==> src/rtl/input_acc_multi.sv <==
// input_acc_multi: LANES independent input FIFOs feeding systolic-array rows.
// One read command drains all lanes; lane i output is delayed i extra cycles.
// Supports host/NN-writeback writes, sticky overflow/underflow, flush, and a
// non-destructive replay mode with rewind.
module input_acc_multi #(
  parameter int unsigned DATA_W = 16,
  parameter int unsigned DEPTH  = 4,
  parameter int unsigned LANES  = 2
) (
  input  logic                      clk,
  input  logic                      rst,
  input  logic                      input_acc_valid_in,
  input  logic [LANES-1:0]          input_acc_valid_data_in,
  input  logic [LANES*DATA_W-1:0]   input_acc_data_in,
  input  logic [LANES-1:0]          input_acc_valid_data_nn_in,
  input  logic [LANES*DATA_W-1:0]   input_acc_data_nn_in,
  input  logic                      input_acc_replay_in,
  input  logic                      input_acc_rewind_in,
  input  logic                      input_acc_clear_in,
  output logic [LANES-1:0]          input_acc_valid_out,
  output logic [LANES*DATA_W-1:0]   input_acc_data_out,
  output logic [LANES-1:0]          input_acc_full_out,
  output logic [LANES-1:0]          input_acc_empty_out,
  output logic [LANES-1:0]          input_acc_overflow_out,
  output logic [LANES-1:0]          input_acc_underflow_out
);

  localparam int unsigned PTR_W = (DEPTH > 1) ? $clog2(DEPTH) : 1;
  localparam int unsigned CNT_W = $clog2(DEPTH + 1);
  localparam int unsigned IDX_W = CNT_W + 1;

  // Pointer increment with wrap at DEPTH-1 (DEPTH need not be a power of two).
  function automatic logic [PTR_W-1:0] f_inc(input logic [PTR_W-1:0] p);
    return (p == PTR_W'(DEPTH - 1)) ? '0 : p + PTR_W'(1);
  endfunction

  logic r_replay_d;
  logic w_replay_fall;

  // Previous replay level, used to detect leaving replay mode.
  always_ff @(posedge clk) begin
    if (rst) r_replay_d <= 1'b0;
    else     r_replay_d <= input_acc_replay_in;
  end

  assign w_replay_fall = r_replay_d & ~input_acc_replay_in;

  for (genvar gi = 0; gi < LANES; gi++) begin : g_lane
    logic [DATA_W-1:0] r_mem [DEPTH];
    logic [PTR_W-1:0]  r_head;
    logic [PTR_W-1:0]  r_tail;
    logic [CNT_W-1:0]  r_count;
    logic [CNT_W-1:0]  r_off;
    logic              r_full;
    logic              r_empty;
    logic              r_ovf;
    logic              r_udf;
    logic [DATA_W-1:0] r_sk_d [0:gi];
    logic              r_sk_v [0:gi];

    logic              w_wr_req;
    logic [DATA_W-1:0] w_wr_data;
    logic              w_readable;
    logic              w_rd_en;
    logic              w_pop;
    logic              w_wr_acc;
    logic              w_drop;
    logic              w_udf_ev;
    logic [IDX_W-1:0]  w_sum;
    logic [PTR_W-1:0]  w_rd_idx;
    logic [CNT_W-1:0]  w_count_nxt;
    logic [CNT_W-1:0]  w_off_nxt;

    // Per-lane read/write decisions; clear suppresses every access.
    always_comb begin
      w_wr_req    = 1'b0;
      w_wr_data   = '0;
      w_readable  = 1'b0;
      w_rd_en     = 1'b0;
      w_pop       = 1'b0;
      w_wr_acc    = 1'b0;
      w_drop      = 1'b0;
      w_udf_ev    = 1'b0;
      w_sum       = '0;
      w_rd_idx    = r_head;
      w_count_nxt = r_count;
      w_off_nxt   = r_off;

      w_wr_req  = input_acc_valid_data_nn_in[gi] | input_acc_valid_data_in[gi];
      w_wr_data = input_acc_valid_data_nn_in[gi] ?
                  input_acc_data_nn_in[gi*DATA_W +: DATA_W] :
                  input_acc_data_in[gi*DATA_W +: DATA_W];

      w_readable = input_acc_replay_in ? (r_off < r_count) : (r_count != '0);

      w_sum = IDX_W'(r_head) + IDX_W'(r_off);
      if (w_sum >= IDX_W'(DEPTH)) w_sum = w_sum - IDX_W'(DEPTH);
      if (input_acc_replay_in) w_rd_idx = PTR_W'(w_sum);

      if (!input_acc_clear_in) begin
        w_rd_en  = input_acc_valid_in & w_readable;
        w_udf_ev = input_acc_valid_in & ~w_readable;
        w_pop    = w_rd_en & ~input_acc_replay_in;
        w_wr_acc = w_wr_req & ((r_count < CNT_W'(DEPTH)) | w_pop);
        w_drop   = w_wr_req & ~w_wr_acc;
      end

      w_count_nxt = r_count + CNT_W'(w_wr_acc) - CNT_W'(w_pop);

      // Rewind wins over a same-cycle replay read, which used the old offset.
      if (input_acc_rewind_in || w_replay_fall) w_off_nxt = '0;
      else if (w_rd_en && input_acc_replay_in)  w_off_nxt = r_off + CNT_W'(1);
    end

    // Lane pointers, occupancy, flags.
    always_ff @(posedge clk) begin
      if (rst || input_acc_clear_in) begin
        r_head  <= '0;
        r_tail  <= '0;
        r_count <= '0;
        r_off   <= '0;
        r_full  <= 1'b0;
        r_empty <= 1'b1;
        r_ovf   <= 1'b0;
        r_udf   <= 1'b0;
      end else begin
        if (w_pop)    r_head <= f_inc(r_head);
        if (w_wr_acc) r_tail <= f_inc(r_tail);
        r_count <= w_count_nxt;
        r_off   <= w_off_nxt;
        r_full  <= (w_count_nxt == CNT_W'(DEPTH));
        r_empty <= (w_count_nxt == '0);
        r_ovf   <= r_ovf | w_drop;
        r_udf   <= r_udf | w_udf_ev;
      end
    end

    // Storage; contents are never observable before being written.
    always_ff @(posedge clk) begin
      if (w_wr_acc && !rst) r_mem[r_tail] <= w_wr_data;
    end

    // Read register plus gi skew stages; data holds while valid is low.
    always_ff @(posedge clk) begin
      if (rst || input_acc_clear_in) begin
        for (int k = 0; k <= gi; k++) begin
          r_sk_v[k] <= 1'b0;
          r_sk_d[k] <= '0;
        end
      end else begin
        r_sk_v[0] <= w_rd_en;
        if (w_rd_en) r_sk_d[0] <= r_mem[w_rd_idx];
        for (int k = 1; k <= gi; k++) begin
          r_sk_v[k] <= r_sk_v[k-1];
          if (r_sk_v[k-1]) r_sk_d[k] <= r_sk_d[k-1];
        end
      end
    end

    assign input_acc_valid_out[gi]                  = r_sk_v[gi];
    assign input_acc_data_out[gi*DATA_W +: DATA_W]  = r_sk_d[gi];
    assign input_acc_full_out[gi]                   = r_full;
    assign input_acc_empty_out[gi]                  = r_empty;
    assign input_acc_overflow_out[gi]               = r_ovf;
    assign input_acc_underflow_out[gi]              = r_udf;
  end

endmodule

==> config.mk <==
export PLATFORM = sky130hd
export DESIGN_NAME = input_acc_multi
export DESIGN_NICKNAME = d
export VERILOG_FILES = /design/src/rtl/input_acc_multi.sv
export SDC_FILE = /design/constraint.sdc
export NUM_CORES = 1
export LEC_CHECK = 0
export ABC_CLOCK_PERIOD_IN_PS = 7700
export BUFFER_PORTS_ARGS = -buffer_cell sky130_fd_sc_hd__buf_4
export CAP_MARGIN = 20
export CELL_PAD_IN_SITES_DETAIL_PLACEMENT = 1
export CELL_PAD_IN_SITES_GLOBAL_PLACEMENT = 1
export CORE_MARGIN = 8
export CORE_UTILIZATION = 51
export DETAILED_ROUTE_END_ITERATION = 10
export GPL_TIMING_DRIVEN = 0
export PLACE_DENSITY_LB_ADDON = 0.1
export SLEW_MARGIN = 15
export SYNTH_ARGS = -nofsm -noshare
export SYNTH_HDL_FRONTEND = slang
export SYNTH_SLANG_ARGS = --single-unit
==> constraint.sdc <==
create_clock -name clk -period 7.7 [get_ports clk]
set_input_delay 0.385 -clock clk [delete_from_list [all_inputs] [get_ports clk]]
set_output_delay 0.385 -clock clk [all_outputs]
set_load 0.005 [all_outputs]
==> metrics.txt <==
outcome finished, final reports clean; data required time of the critical path 8.04 ns; non-filler cells, final 1,025; sum of negative setup slack 0 ns; cell family with most CP delay simple AND/OR/NAND/NOR gates; Buf+Inv Stages, Crit Path 1; number of flops mapped to enable cells by yosys 176; worst voltage drop across the vdd grid 176.9 uV; tightest hold margin 0.1430 ns; dominant cells by area after synthesis edfxtp_1 55%, dfxtp_1 6.7%, mux2i_1 5.7%; number of different library cells in the post-synthesis netlist 51; post-route ant nets 0; final-report hold violation count 0; Critical Path AT 3.28 ns; Fmax achieved 339.5 MHz; number of standard-cell rows in the floorplan 50; final design instance area without fill 11,380 sq um; gp weighted congestion 0.7893; final global-route overflow total 0; flip-flop cell with the highest count after synthesis edfxtp_1; setup slack after placement 4.577 ns; total met3 wirelength after detailed routing 1192 microns; ratio of routed vias to standard cells 5.593; Mapped Nets 734; Final Skew 0.02007 ns; cts-stage hold buffer count 0; number of ports placed on the die boundary 116; Worst Max-Slew Pin Slew 1.014 ns; most common cell in the netlist edfxtp_1; critical path's largest stage delay 0.68 ns; starting density of the core 51.50%; vertical die dimension 152.7 microns; worst-case clock buffer depth 3; Pwr Density 215.1 nW/um^2; area post-placement 10,680 sq um; hold worst-path end r_replay_d$_SDFF_PP0_; static leakage power 4.346 nW; slack of the worst reg-to-reg path 4.75 ns; via total after detailed routing 5,733; kind of critical path reg -> reg; slowest stage cell, crit path nor3_1; startpoint type of the worst setup path flop; WL met2 11,360 microns; area grow syn2layout 19.31%; number of sinks handled by clock tree synthesis 208; routed length on met1 9565 microns; area of the die 23,330 sq um; worst-case headroom to the max-slew limit 32.37%; CP Max Fanout 6; startpoint of the worst hold path rst; Core ar. 18,520 sq um; Stages on worst setup path 12; post-synthesis instance total 638; final period demand of the worst path 2.946 ns; proportion of synthesized flip-flops having asynchronous set or reset 0%; first drt pass iteration count 4; source of the worst register-to-register timing path g_lane[0].r_count[2]$_SDFF_PP0_; number of H-tree levels 1; fraction of synthesized cell area taken by the top area cell type 55.42%; sequential-to-total area share from yosys stat 62.14%; number of fill cells 1,779; Yosys reg bits 208; RSZ-0062 raised after global routing false; total global-route track usage 19.33%; cell repeated most along the worst path nor2_1; average cell area after synthesis 14.95 sq um; Post-CTS Repair Setup Buffers 0; post-DR wirelength/cell 21.90 microns; top sig layer met4; depth of the worst register-to-register path 12; Net count, final 871; first-pass GRT wire length 35,690 microns; antenna cells 0; final count of negative-setup-slack endpoints 0; total instance count after detailed placement 984; remaining design rule violation count 0; PortBufs 111; portion of the clock cycle consumed by the worst path in the final layout 38.26%; antenna violations before repair 0; fraction of final layout cells sized beyond drive strength 1 34.89%; cts bufs inserted 23; CTS tree yes; x dimension of the die 152.7 microns; Clk Latency, worst-skew pair 0.51 ns; CP Capture Type flop; Pins Over Slew Limit 0; Final WS setup 4.754 ns; cells resized by post-CTS repair 0; maximum capacitance violations 0; number of DRC violations after detailed-routing iteration 0 250; via count of the first global-routing pass 6,562; synth cell count leaders 176 x edfxtp_1, 54 x mux2i_1, 43 x nor2_1, 32 x dfxtp_1, 32 x mux2_2; Synthesis Warnings 0; Total Routed Length 22,450 microns; clock slew at reported path FFs 0.06 ns; CTS Root Cell clkbuf_16; Critical Path, Cell by Cell nor3_1, nor2_1, nor3_1, a21oi_1, nor2_1, ha_1, inv_1, fa_1, xnor2_1, xnor2_1, nor2_1, a21oi_1; cell area after synthesis 9537 sq um; endpoint of the lowest-slack register-to-register path g_lane[0].r_empty$_SDFF_PP1_; Final HPWL DP 15,820 microns; library cell occupying the most area in the post-synthesis netlist edfxtp_1; maximum number of pins on one net before global-route repair 17; worst min-delay path class in -> reg; Hold Path Depth 2
## per-stage QoR
stage | power, W | utilization, %
after floorplan | 0.001373 | -
after global placement | 0.001442 | 57.58
after detailed placement | 0.001453 | 57.66
after CTS | 0.002470 | 61.45
after global routing | 0.002526 | 61.45
final | 0.002447 | 61.45
## sequential cells by signal (all words and copies together) (netlist names)
name            flops
g_lane.r_mem      128
g_lane.r_sk_d      48
g_lane.r_count      6
g_lane.r_off        6
g_lane.r_head       4
g_lane.r_tail       4
g_lane.r_sk_v       3
g_lane.r_empty      2
g_lane.r_full       2
g_lane.r_ovf        2
g_lane.r_udf        2
r_replay_d          1
## placed cells by master, fill, tap and decap left out, types with 10 or more instances in the layout
cell / instances
mux4_2: 13
inv_1: 16
ha_1: 20
clkbuf_16: 23
buf_4: 137
nor2_1: 43
mux2_2: 32
or2_2: 16
edfxtp_1: 176
and2_1: 11
mux2i_1: 54
a21oi_1: 15
a21boi_0: 26
buf_2: 11
dfxtp_1: 32
o2111ai_2: 10
clkbuf_1: 17
o221ai_2: 11
nand2_1: 27
## area by class of cell
class	count	area [sq um]	area share (%)
clock buffer	29	608.1	5.344
clock inverter	12	92.59	0.8137
tap	234	292.8	2.573
timing repair buffer	112	844.6	7.422
sequential	208	5926	52.08
inverter	16	60.06	0.5278
buffer	57	370.4	3.255
multi-input combinational	357	3184	27.99
## worst max path at each step
stage	to	slack [ns]	from
3_3_place_gp	g_lane[1].r_sk_d[0][0]$_SDFFCE_PN0P_	4.33	g_lane[1].r_count[1]$_SDFF_PP0_
5_1_grt	g_lane[0].r_empty$_SDFF_PP1_	4.50	g_lane[0].r_count[2]$_SDFF_PP0_
2_1_floorplan	g_lane[1].r_sk_d[0][0]$_SDFFCE_PN0P_	5.01	g_lane[1].r_count[1]$_SDFF_PP0_
4_1_cts	g_lane[0].r_empty$_SDFF_PP1_	4.79	g_lane[0].r_count[2]$_SDFF_PP0_
6_report	g_lane[0].r_empty$_SDFF_PP1_	4.75	g_lane[0].r_count[2]$_SDFF_PP0_
3_5_place_dp	g_lane[0].r_mem[0][6]$_DFFE_PP_	4.58	input_acc_replay_in
## logic make-up (layout without fill, tap and decap cells)
group,Yosys count,in the layout,share of synthesized area [%]
AO/OA/AOI/OAI,98,98,8.961
XOR/XNOR,11,11,1.089
adder cells (fa/ha/maj),22,22,3.044
buffers and inverters,73,226,4.513
flip-flops,208,208,62.14
multiplexers,105,105,14.04
AND/OR/NAND/NOR,121,121,6.219
## layer usage
metal  global-route usage (%)  vias up
met5                        0        -
met4                    4.948        0
met3                    3.971       26
met2                    34.41      139
met1                    23.52     2894
li1                         -     2674
## power breakdown
part,leakage [nW],total [W],switching (W),internal (W)
sequential,1.96,0.00127,0.0000111,0.00126
combinational,2.04,0.000160,0.0000787,0.0000813
clock,0.343,0.00102,0.000426,0.000594
total,4.35,0.00245,0.000515,0.00193
Power figures use the tool's default switching activity.
